<file path="config.mk">
export PLATFORM = sky130hd
export DESIGN_NAME = dispensador
export DESIGN_NICKNAME = d
export VERILOG_FILES = /design/src/rtl/cafe_pkg.sv /design/src/rtl/temporizador.sv /design/src/rtl/dispensador.sv
export SDC_FILE = /design/constraint.sdc
export NUM_CORES = 1
export LEC_CHECK = 0
export ABC_AREA = 0
export BUFFER_PORTS_ARGS = -buffer_cell sky130_fd_sc_hd__buf_2
export CORE_MARGIN = 2
export CORE_UTILIZATION = 50
export CTS_BUF_LIST = sky130_fd_sc_hd__clkbuf_4 sky130_fd_sc_hd__clkbuf_8
export CTS_CLUSTER_SIZE = 28
export DETAILED_ROUTE_END_ITERATION = 8
export HOLD_SLACK_MARGIN = 0.03
export PLACE_DENSITY = 0.79
export SYNTH_ARGS = -nofsm -noshare
export SYNTH_HDL_FRONTEND = slang
export SYNTH_SLANG_ARGS = --single-unit
</file>
<file path="constraint.sdc">
create_clock -name clk -period 3.2 [get_ports clk]
set_input_delay 0.48 -clock clk [delete_from_list [all_inputs] [get_ports clk]]
set_output_delay 0.48 -clock clk [all_outputs]
set_load 0.01 [all_outputs]
</file>
<file path="src/rtl/cafe_pkg.sv">
// Shared definitions for the coffee machine: coffee-type encodings, dispenser
// states, coin width and the recipe step sequencing.
package cafe_pkg;

   localparam logic [1:0] EXPRESO   = 2'b00;
   localparam logic [1:0] CON_LECHE = 2'b01;
   localparam logic [1:0] CAPUCCINO = 2'b10;
   localparam logic [1:0] MOCACCINO = 2'b11;

   localparam int ANCHO_MONEDA = 4;

   typedef enum logic [2:0] {
      IDLE   = 3'd0,
      CAFE   = 3'd1,
      AGUA   = 3'd2,
      LECHE  = 3'd3,
      CHOCO  = 3'd4,
      VUELTO = 3'd5,
      DONE   = 3'd6
   } estado_t;

   // Next valve step of the recipe; IDLE means the recipe has no more steps.
   function automatic estado_t paso_siguiente(input estado_t actual, input logic [1:0] tipo);
      estado_t sig;
      sig = IDLE;
      case (actual)
         CAFE: begin
            case (tipo)
               EXPRESO:   sig = AGUA;
               CAPUCCINO: sig = AGUA;
               CON_LECHE: sig = LECHE;
               MOCACCINO: sig = CHOCO;
               default:   sig = IDLE;
            endcase
         end
         AGUA:    sig = (tipo == CAPUCCINO) ? LECHE : IDLE;
         CHOCO:   sig = LECHE;
         default: sig = IDLE;
      endcase
      return sig;
   endfunction

endpackage

</file>
<file path="src/rtl/temporizador.sv">
// Loadable down-counter that stops at zero; 'cero' is registered alongside
// 'valor' so it is valid in the first cycle after a load.
module temporizador
#(
   parameter int ANCHO = 3
)
(
   input  logic             clk,
   input  logic             rst,
   input  logic             load,
   input  logic [ANCHO-1:0] carga,
   output logic [ANCHO-1:0] valor,
   output logic             cero
);

   always_ff @(posedge clk or posedge rst) begin
      if (rst) begin
         valor <= '0;
         cero  <= 1'b1;
      end else if (load) begin
         valor <= carga;
         cero  <= (carga == '0);
      end else if (!cero) begin
         valor <= valor - ANCHO'(1);
         cero  <= (valor == ANCHO'(1));
      end else begin
         valor <= valor;
         cero  <= cero;
      end
   end

endmodule

</file>
<file path="src/rtl/dispensador.sv">
// Beverage dispenser sequencer: runs the timed valve recipe for the captured
// coffee type, pays out the captured change one coin per two cycles, then pulses listo.
module dispensador
   import cafe_pkg::*;
#(
   parameter int T_CAFE  = 4,
   parameter int T_AGUA  = 3,
   parameter int T_LECHE = 2,
   parameter int T_CHOCO = 2
)
(
   input  logic                    clk,
   input  logic                    rst,
   input  logic                    iniciarProceso,
   input  logic [1:0]              tipoCafe,
   input  logic [ANCHO_MONEDA-1:0] vuelto,
   output logic                    valvulaCafe,
   output logic                    valvulaAgua,
   output logic                    valvulaLeche,
   output logic                    valvulaChoco,
   output logic                    monedaOut,
   output logic                    ocupado,
   output logic                    listo
);

   localparam int T_MAX_CA = (T_CAFE > T_AGUA) ? T_CAFE : T_AGUA;
   localparam int T_MAX_LC = (T_LECHE > T_CHOCO) ? T_LECHE : T_CHOCO;
   localparam int T_MAX    = (T_MAX_CA > T_MAX_LC) ? T_MAX_CA : T_MAX_LC;
   localparam int ANCHO_T  = $clog2(T_MAX) + 1;

   estado_t                  estado_r;
   estado_t                  estado_s;
   estado_t                  paso_sig_s;
   logic                     prev_inicio_r;
   logic [1:0]               tipo_r;
   logic [ANCHO_MONEDA-1:0]  monedas_r;
   logic                     inicio_s;
   logic                     fin_paso_s;
   logic                     moneda_s;
   logic                     carga_s;
   logic [ANCHO_T-1:0]       valor_carga_s;
   logic [ANCHO_T-1:0]       valor_s;
   logic                     cero_s;

   assign inicio_s   = (estado_r == IDLE) && iniciarProceso && !prev_inicio_r;
   assign paso_sig_s = paso_siguiente(estado_r, tipo_r);
   assign fin_paso_s = cero_s && (valor_s == '0);

   temporizador #(.ANCHO(ANCHO_T)) u_temporizador (
      .clk   (clk),
      .rst   (rst),
      .load  (carga_s),
      .carga (valor_carga_s),
      .valor (valor_s),
      .cero  (cero_s)
   );

   // Next state and next coin-pulse value; a coin pulse is always followed by a low cycle.
   always_comb begin
      estado_s = estado_r;
      moneda_s = 1'b0;
      case (estado_r)
         IDLE: begin
            if (inicio_s) begin
               estado_s = CAFE;
            end else begin
               estado_s = IDLE;
            end
         end
         CAFE, AGUA, LECHE, CHOCO: begin
            if (!fin_paso_s) begin
               estado_s = estado_r;
            end else if (paso_sig_s != IDLE) begin
               estado_s = paso_sig_s;
            end else if (monedas_r != '0) begin
               estado_s = VUELTO;
               moneda_s = 1'b1;
            end else begin
               estado_s = DONE;
            end
         end
         VUELTO: begin
            if (monedaOut) begin
               estado_s = VUELTO;
               moneda_s = 1'b0;
            end else if (monedas_r != '0) begin
               estado_s = VUELTO;
               moneda_s = 1'b1;
            end else begin
               estado_s = DONE;
            end
         end
         DONE:    estado_s = IDLE;
         default: estado_s = IDLE;
      endcase
   end

   // Timer is loaded on entry to each valve step with that step's length minus one.
   always_comb begin
      carga_s       = 1'b0;
      valor_carga_s = '0;
      case (estado_s)
         CAFE:    valor_carga_s = ANCHO_T'(T_CAFE - 1);
         AGUA:    valor_carga_s = ANCHO_T'(T_AGUA - 1);
         LECHE:   valor_carga_s = ANCHO_T'(T_LECHE - 1);
         CHOCO:   valor_carga_s = ANCHO_T'(T_CHOCO - 1);
         default: valor_carga_s = '0;
      endcase
      if ((estado_s != estado_r) && (valor_carga_s == valor_carga_s)) begin
         carga_s = (estado_s == CAFE) || (estado_s == AGUA) ||
                   (estado_s == LECHE) || (estado_s == CHOCO);
      end else begin
         carga_s = 1'b0;
      end
   end

   always_ff @(posedge clk or posedge rst) begin
      if (rst) begin
         estado_r      <= IDLE;
         prev_inicio_r <= 1'b1;
         tipo_r        <= 2'b00;
         monedas_r     <= '0;
         valvulaCafe   <= 1'b0;
         valvulaAgua   <= 1'b0;
         valvulaLeche  <= 1'b0;
         valvulaChoco  <= 1'b0;
         monedaOut     <= 1'b0;
         ocupado       <= 1'b0;
         listo         <= 1'b0;
      end else begin
         estado_r      <= estado_s;
         prev_inicio_r <= iniciarProceso;
         if (inicio_s) begin
            tipo_r    <= tipoCafe;
            monedas_r <= vuelto;
         end else if ((estado_r == VUELTO) && monedaOut) begin
            monedas_r <= monedas_r - ANCHO_MONEDA'(1);
         end else begin
            tipo_r    <= tipo_r;
            monedas_r <= monedas_r;
         end
         // Outputs follow the state being entered so they line up with it.
         valvulaCafe  <= (estado_s == CAFE);
         valvulaAgua  <= (estado_s == AGUA);
         valvulaLeche <= (estado_s == LECHE);
         valvulaChoco <= (estado_s == CHOCO);
         monedaOut    <= moneda_s;
         ocupado      <= (estado_s != IDLE);
         listo        <= (estado_s == DONE);
      end
   end

endmodule

</file>
==> flow_metrics.env, run 1 <==
export IMPL_outcome="finished, final reports clean"
export IMPL_first_iter_violations=32
export IMPL_slew_headroom_pct=48.41
export IMPL_final_nets=169
export IMPL_hold_ws_ns=0.2741
export IMPL_start_kind="flop"
export IMPL_postRouteWirelength_um=2511
export IMPL_drive_gt1_share_pct=22.08
export IMPL_grt_antenna_before_repair=0
export IMPL_dpl_cell_area_mm2=0.001370
export IMPL_drcViolationCount=0
export IMPL_powerDensity_mw_per_mm2=290.9
export IMPL_r2r_end="u_temporizador.valor[1]"
export IMPL_die_h_um=54.52
export IMPL_die_w_um=54.52
export IMPL_num_rows=18
export IMPL_gp_congestion=0.8007
export IMPL_clkPwrFrac_pct=32.0
export IMPL_grt_pass1_wl_um=4381
export IMPL_yosys_warnings=0
export IMPL_skew_ns=0.001468
export IMPL_required_ns=3.44
export IMPL_total_power_mw=0.4066
export IMPL_ys_seq_area_share_pct=41.37
export IMPL_yosysTopAreaCell="dfrtp_1"
export IMPL_ant_nets=0
export IMPL_ys_flop_type="dfrtp_1"
export IMPL_drv_slew=0
export IMPL_final_cells=184
export IMPL_fin_util_pct=56.93
export IMPL_tightestPinTransition_ns=0.7729
export IMPL_setup_tns_ns=0
export IMPL_grt_max_degree=22
export IMPL_finalSetupViolCount=0
export IMPL_maxCapViolCount=0
export IMPL_syn_instance_count=139
export IMPL_avgSynthCellArea_um2=9.181
export IMPL_start_util_pct=51.99
export IMPL_arrival_ns=2.76
export IMPL_seqPwrFrac_pct=65.6
export IMPL_criticalPathCategory="flop to flop"
export IMPL_finalCritPeriodShare_pct=78.98
export IMPL_synth_distinct_cells=42
export IMPL_synth_top_area_share_pct=37.25
export IMPL_synth_seq_cells=21
export IMPL_clk_pin_slew_ns=0.12
export IMPL_viasPerCell=5.533
export IMPL_clock_latency_ns=0.31
export IMPL_final_cell_area_mm2=0.001398
export IMPL_synth_fp_nets=153
export IMPL_grt_overflow=0
export IMPL_fp_dieArea_mm2=0.002972
export IMPL_crit_fanout=17
export IMPL_switching_share_pct=22.08
export IMPL_hold_end="prev_inicio_r"
export IMPL_root_buffer="clkbuf_4"
export IMPL_power_frac_comb_pct=2.5
export IMPL_startpoint="estado_r[0]"
export IMPL_fmax_ghz=0.3957
export IMPL_grt_usage_pct=21.00
export IMPL_drt_pass1_iterations=6
export IMPL_peakVddDrop_mv=0.2565
export IMPL_power_switching_mw=0.08976
export IMPL_setup_ws_ns=0.6726
export IMPL_async_flop_share_pct=100.0
export IMPL_ctsHoldBuffers=0
export IMPL_period_needed_ns=2.527
export IMPL_vias=1018
export IMPL_r2r_start="estado_r[0]"
export IMPL_numCtsBuffers=3
export IMPL_ys_top_cells_by_area="dfrtp_1, nand2_1, nor2_1"
export IMPL_coreArea_mm2=0.002455
export IMPL_postCtsSetupRepairBufs=0
export IMPL_dp_cells=180
export IMPL_hold_viol=0
export IMPL_syn_to_final_growth_pct=9.510
export IMPL_grt_pass1_vias=1031
export IMPL_rrSetupSlack_ns=0.67
export IMPL_ctsResizeCount=0
export IMPL_antenna_cells=0
export IMPL_ioPinCount=16
export IMPL_worstHoldStart="iniciarProceso"
export IMPL_cts_tree="yes"
export IMPL_cp_end_kind="flop"
export IMPL_p_leak_nw=0.6639
export IMPL_p_int_mw=0.3168
export IMPL_reg2regPathDepth=7
export IMPL_synth_edf_count=0
export IMPL_clockBufferDepth=2
export IMPL_dp_slack_ns=0.7280
export IMPL_syn_area_mm2=0.001276
export IMPL_dpl_hpwl_um=1868
export IMPL_ctsHtreeMaxLevel=1
export IMPL_fill_cells=223
export IMPL_whs_path_depth=1
export IMPL_place_port_buffers=15
export IMPL_rsz0062_at_grt="false"
export IMPL_wl_per_cell_um=13.65
export IMPL_cts_num_sinks=21
export IMPL_hold_class="primary input to flop"
-- layer usage --
| layer | part of all wire [%] | GRT usage, % |
|---|---|---|
| met5 | 0 | 0 |
| met4 | 1.8 | 12.08 |
| met3 | 2.7 | 3.825 |
| met2 | 51 | 32.93 |
| met1 | 44 | 27.10 |
-- state kept, by name, summed over array words and instances, names as in the netlist --
signal and cells:
valvulaChoco 1, u_temporizador.valor 3, estado_r 3, valvulaLeche 1, valvulaCafe 1, listo 1
tipo_r 2, prev_inicio_r 1, ocupado 1, valvulaAgua 1, monedaOut 1, u_temporizador.cero 1
monedas_r 4
-- power by group through the flow --
stage / Combinational, mW / Clock, mW / Sequential [mW]
after global placement: 0.00975 / 0 / 0.272
after CTS: 0.0104 / 0.132 / 0.267
after global routing: 0.0115 / 0.145 / 0.267
after floorplan: 0.00406 / 0 / 0.272
final: 0.00999 / 0.130 / 0.267
after detailed placement: 0.0104 / 0 / 0.272
-- final cells by class --
class / instances / area (µm²) / share of cell area, %
sequential: 21 / 528.0 / 37.78
clock inverter: 1 / 5.005 / 0.3581
inverter: 9 / 33.78 / 2.417
multi-input combinational: 105 / 695.7 / 49.78
tap: 30 / 37.54 / 2.686
clock buffer: 3 / 22.52 / 1.611
timing repair buffer: 15 / 75.07 / 5.372
-- placed cells by master, fill, tap and decap left out, types with 3 or more instances in the layout --
master and instances:
clkbuf_4 3, ha_1 5, xnor2_1 4, nand2_1 18, nand3_1 3, o21ai_0 8, a21oi_1 11, nor2_1 17
dfrtp_1 19, nor2b_1 5, buf_2 15, inv_1 9
-- cell families after synthesis --
family | share of synthesized area (%)
compound gates | 21.08
xor+xnor | 3.431
fa+ha+maj | 4.902
buf+inv | 4.117
flops | 41.37
simple gates | 25.10
-- cell usage after synthesis, types with 2 or more instances --
cell      number
nand3_1        3
xnor2_1        4
o21a_1         2
a21oi_1       11
nor2_1        17
nor2b_1        5
nor3_1         2
nor3b_1        2
buf_2          3
inv_1          9
dfrtp_1       19
dfstp_2        2
o21ai_0        8
ha_1           5
nand2_1       18
a22oi_1        2
nand2b_1       2
-- worst max-delay path, cell delays in order (launching register included) --
cell and delay (ns):
dfrtp_1 0.58, nor3b_1 0.54, nor3_1 0.19, a221oi_2 0.24, o21ai_0 0.20, a211oi_4 0.41
o21ai_2 0.10, a211oi_2 0.19
-- worst max path at each step --
stage | end
finish | u_temporizador.valor[1]
detailed placement | u_temporizador.valor[1]
global placement | u_temporizador.valor[1]
global route | u_temporizador.valor[1]
CTS | u_temporizador.valor[1]
floorplan | u_temporizador.valor[1]
Power figures use the tool's default switching activity.
==> inputs of run 2 (changes only) <==
--- a/config.mk
+++ b/config.mk
@@ -5,7 +5,7 @@
 export SDC_FILE = /design/constraint.sdc
 export NUM_CORES = 1
 export LEC_CHECK = 0
-export ABC_AREA = 0
+export ABC_AREA = 1
 export BUFFER_PORTS_ARGS = -buffer_cell sky130_fd_sc_hd__buf_2
 export CORE_MARGIN = 2
 export CORE_UTILIZATION = 50
@@ -13,7 +13,7 @@
 export CTS_CLUSTER_SIZE = 28
 export DETAILED_ROUTE_END_ITERATION = 8
 export HOLD_SLACK_MARGIN = 0.03
-export PLACE_DENSITY = 0.79
+export PLACE_DENSITY = 0.82
 export SYNTH_ARGS = -nofsm -noshare
 export SYNTH_HDL_FRONTEND = slang
 export SYNTH_SLANG_ARGS = --single-unit
==> constraint.sdc (replaced) <==
create_clock -name clk -period 2.1 [get_ports clk]
set_input_delay 0.315 -clock clk [delete_from_list [all_inputs] [get_ports clk]]
set_output_delay 0.315 -clock clk [all_outputs]
set_load 0.01 [all_outputs]
==> run 2 against run 1 <==
  * Non-clock buffer count rose by 14
  * Area after synthesis unchanged
  * Final cell count increased by 22%
  * Synthesized cell count is 17% higher
  * Routed wire length is 15% higher
  * Utilization increased by 8.2 points
==> flow_metrics.env, run 2 <==
export IMPL_yosysTopAreaCell="dfrtp_1"
export IMPL_drt_pass1_iterations=4
export IMPL_hold_viol=0
export IMPL_largestRegisters="monedas_r (4), estado_r (3), u_temporizador.valor (3)"
export IMPL_critical_path_buf_inv_count=3
export IMPL_syn_area_mm2=0.001276
export IMPL_postRouteWirelength_um=2888
export IMPL_rrSetupSlack_ns=0.1
export IMPL_final_cell_mix="nand2_1, inv_1, dfrtp_1, buf_2, buf_4"
export IMPL_multi_input_area_um2=701.9
export IMPL_grt_pass1_wl_um=4312
export IMPL_yosys_top_cells_count="nand2_1, inv_1, dfrtp_1"
export IMPL_drcViolationCount=0
export IMPL_drive_gt1_share_pct=38.46
export IMPL_fill_cells=188
export IMPL_slew_headroom_pct=43.85
export IMPL_clkPwrFrac_pct=32.9
export IMPL_synth_top_area_share_pct=37.25
export IMPL_cp_depth=15
export IMPL_ctsHtreeMaxLevel=1
export IMPL_period_needed_ns=2.001
export IMPL_cts_tree="yes"
export IMPL_p_int_mw=0.4833
export IMPL_fp_dieArea_mm2=0.002972
export IMPL_die_w_um=54.52
export IMPL_maxCapViolCount=0
export IMPL_synth_most_common_cell="nand2_1"
export IMPL_gp_congestion=0.8570
export IMPL_outcome="finished, final reports clean"
export IMPL_powerDensity_mw_per_mm2=394.0
export IMPL_ctsHoldBuffers=0
export IMPL_fmax_ghz=0.4998
export IMPL_root_buffer="clkbuf_4"
export IMPL_first_iter_violations=28
export IMPL_seqPwrFrac_pct=64.5
export IMPL_num_rows=18
export IMPL_drv_slew=0
export IMPL_cpMaxStageDelayCell="dfrtp_1"
export IMPL_async_flop_share_pct=100.0
export IMPL_ys_top_cells_by_area="dfrtp_1, nand2_1, inv_1"
export IMPL_p_leak_nw=0.8686
export IMPL_syn_to_final_growth_pct=25.29
export IMPL_worstSetupEndpoint="u_temporizador.valor[1]"
export IMPL_largest_reg_flops=4
export IMPL_viasPerCell=5.209
export IMPL_grt_max_degree=22
export IMPL_crit_path_frequent_cell="nand2_1"
export IMPL_clock_latency_ns=0.33
export IMPL_slowest_delay_ns=0.42
export IMPL_hold_class="primary input to flop"
export IMPL_startpoint="u_temporizador.valor[0]"
export IMPL_grt_overflow=0
export IMPL_crit_fanout=6
export IMPL_avgSynthCellArea_um2=7.878
export IMPL_required_ns=2.31
export IMPL_final_cells=225
export IMPL_synth_edf_count=0
export IMPL_final_common_cell="nand2_1"
export IMPL_cp_end_kind="flop"
export IMPL_power_frac_comb_pct=2.6
export IMPL_numCtsBuffers=3
export IMPL_crit_chain="inv_2 > ha_4 > nand3_4 > clkinvlp_4 > nand3_2 > nor2_4 > buf_4 > o21bai_4 > nand2_1 > nand2_1 > nand2_2 > nand2_4 > o21ai_2 > nand2_1 > nand2_1"
export IMPL_final_nets=210
export IMPL_reg2regPathDepth=15
export IMPL_place_port_buffers=15
export IMPL_dp_cells=207
export IMPL_total_power_mw=0.6300
export IMPL_worstHoldStart="iniciarProceso"
export IMPL_dpl_hpwl_um=1954
export IMPL_antenna_cells=0
export IMPL_r2r_end="u_temporizador.valor[1]"
export IMPL_clockBufferDepth=2
export IMPL_arrival_ns=2.21
export IMPL_ant_nets=0
export IMPL_crit_family="simple AND/OR/NAND/NOR gates"
export IMPL_coreArea_mm2=0.002455
export IMPL_yosys_warnings=0
export IMPL_synth_distinct_cells=29
export IMPL_switching_share_pct=23.28
export IMPL_tightestPinTransition_ns=0.8414
export IMPL_power_switching_mw=0.1467
export IMPL_criticalPathCategory="flop to flop"
export IMPL_die_h_um=54.52
export IMPL_skew_ns=0.02255
export IMPL_synth_fp_nets=176
export IMPL_grt_pass1_vias=1006
export IMPL_vias=1172
export IMPL_hold_ws_ns=0.07669
export IMPL_start_util_pct=51.99
export IMPL_regMostFlops="monedas_r"
export IMPL_setup_tns_ns=0
export IMPL_r2r_start="u_temporizador.valor[0]"
export IMPL_grt_usage_pct=20.44
export IMPL_clk_pin_slew_ns=0.14
export IMPL_start_kind="flop"
export IMPL_final_seq_area_um2=530.5
export IMPL_cts_num_sinks=21
export IMPL_finalSetupViolCount=0
export IMPL_grt_antenna_before_repair=0
export IMPL_ys_seq_area_share_pct=41.37
export IMPL_wl_per_cell_um=12.84
export IMPL_synth_seq_cells=21
export IMPL_ioPinCount=16
export IMPL_syn_instance_count=162
export IMPL_finalCritPeriodShare_pct=95.28
export IMPL_ys_flop_type="dfrtp_1"
export IMPL_peakVddDrop_mv=0.5464
run 2: per-layer routing:
layer / part of all wire (%) / up-vias / global-route usage (%) / routed length, µm
li1: - / 579 / - / -
met3: 3.7 / 6 / 5.738 / 108
met4: 1.4 / 0 / 5.833 / 40
met5: 0 / - / 0 / 0
met2: 49 / 28 / 32.93 / 1423
met1: 46 / 559 / 26.72 / 1316
run 2: worst min path at each step:
stage	to	slack [ns]	cells past startpoint
final	prev_inicio_r	0.08	1
after global routing	prev_inicio_r	0.06	1
after CTS	prev_inicio_r	0.08	1
after detailed placement	prev_inicio_r	0.43	1
after global placement	prev_inicio_r	0.43	1
after floorplan	estado_r[0]	0.29	1
run 2: layout make-up:
cell class	instances	area share [%]
repair buffers	29	12.05
flip-flops and latches	21	33.18
well taps	30	2.347
inverters	28	6.808
clock buffers	3	1.408
multi-input cells	113	43.90
clock inverters	1	0.3130
run 2: repair_timing:
item                                    CTS  global route
endpoints found under the setup margin    0             4
gates resized for setup                   0            19
setup buffers                             0            14
run 2: cells by family after synthesis:
kind of cell | Yosys count | share of synthesized area (%)
compound gates | 19 | 10.69
xor+xnor | 2 | 1.373
fa+ha+maj | 5 | 4.902
buf+inv | 28 | 8.235
flops | 21 | 41.37
mux | 1 | 0.7843
simple gates | 86 | 32.65
run 2: power by group through the flow:
| stage | registers [mW] | logic, mW | clock network [mW] |
|---|---|---|---|
| after floorplan | 0.414 | 0.00695 | 0 |
| after global placement | 0.414 | 0.0157 | 0 |
| after detailed placement | 0.414 | 0.0169 | 0 |
| after CTS | 0.407 | 0.0169 | 0.210 |
| after global routing | 0.407 | 0.0192 | 0.227 |
| final | 0.406 | 0.0165 | 0.207 |
run 2: worst register-to-register path: cells and delay by family, from the launching register on:
family          cells  cell delay, ns
compound gates      2            0.25
fa+ha+maj           1            0.17
buf+inv             3            0.37
flops               1            0.42
simple gates        9            0.69
run 2: metrics by stage:
step	area (µm²)	worst slack, ns	util, %
after floorplan	1276	0.2833	-
after global placement	1389	0.1150	56.57
after detailed placement	1389	0.05571	56.57
after CTS	1416	0.002769	57.70
after global routing	1599	-0.05605	65.14
final	1599	0.09919	65.14
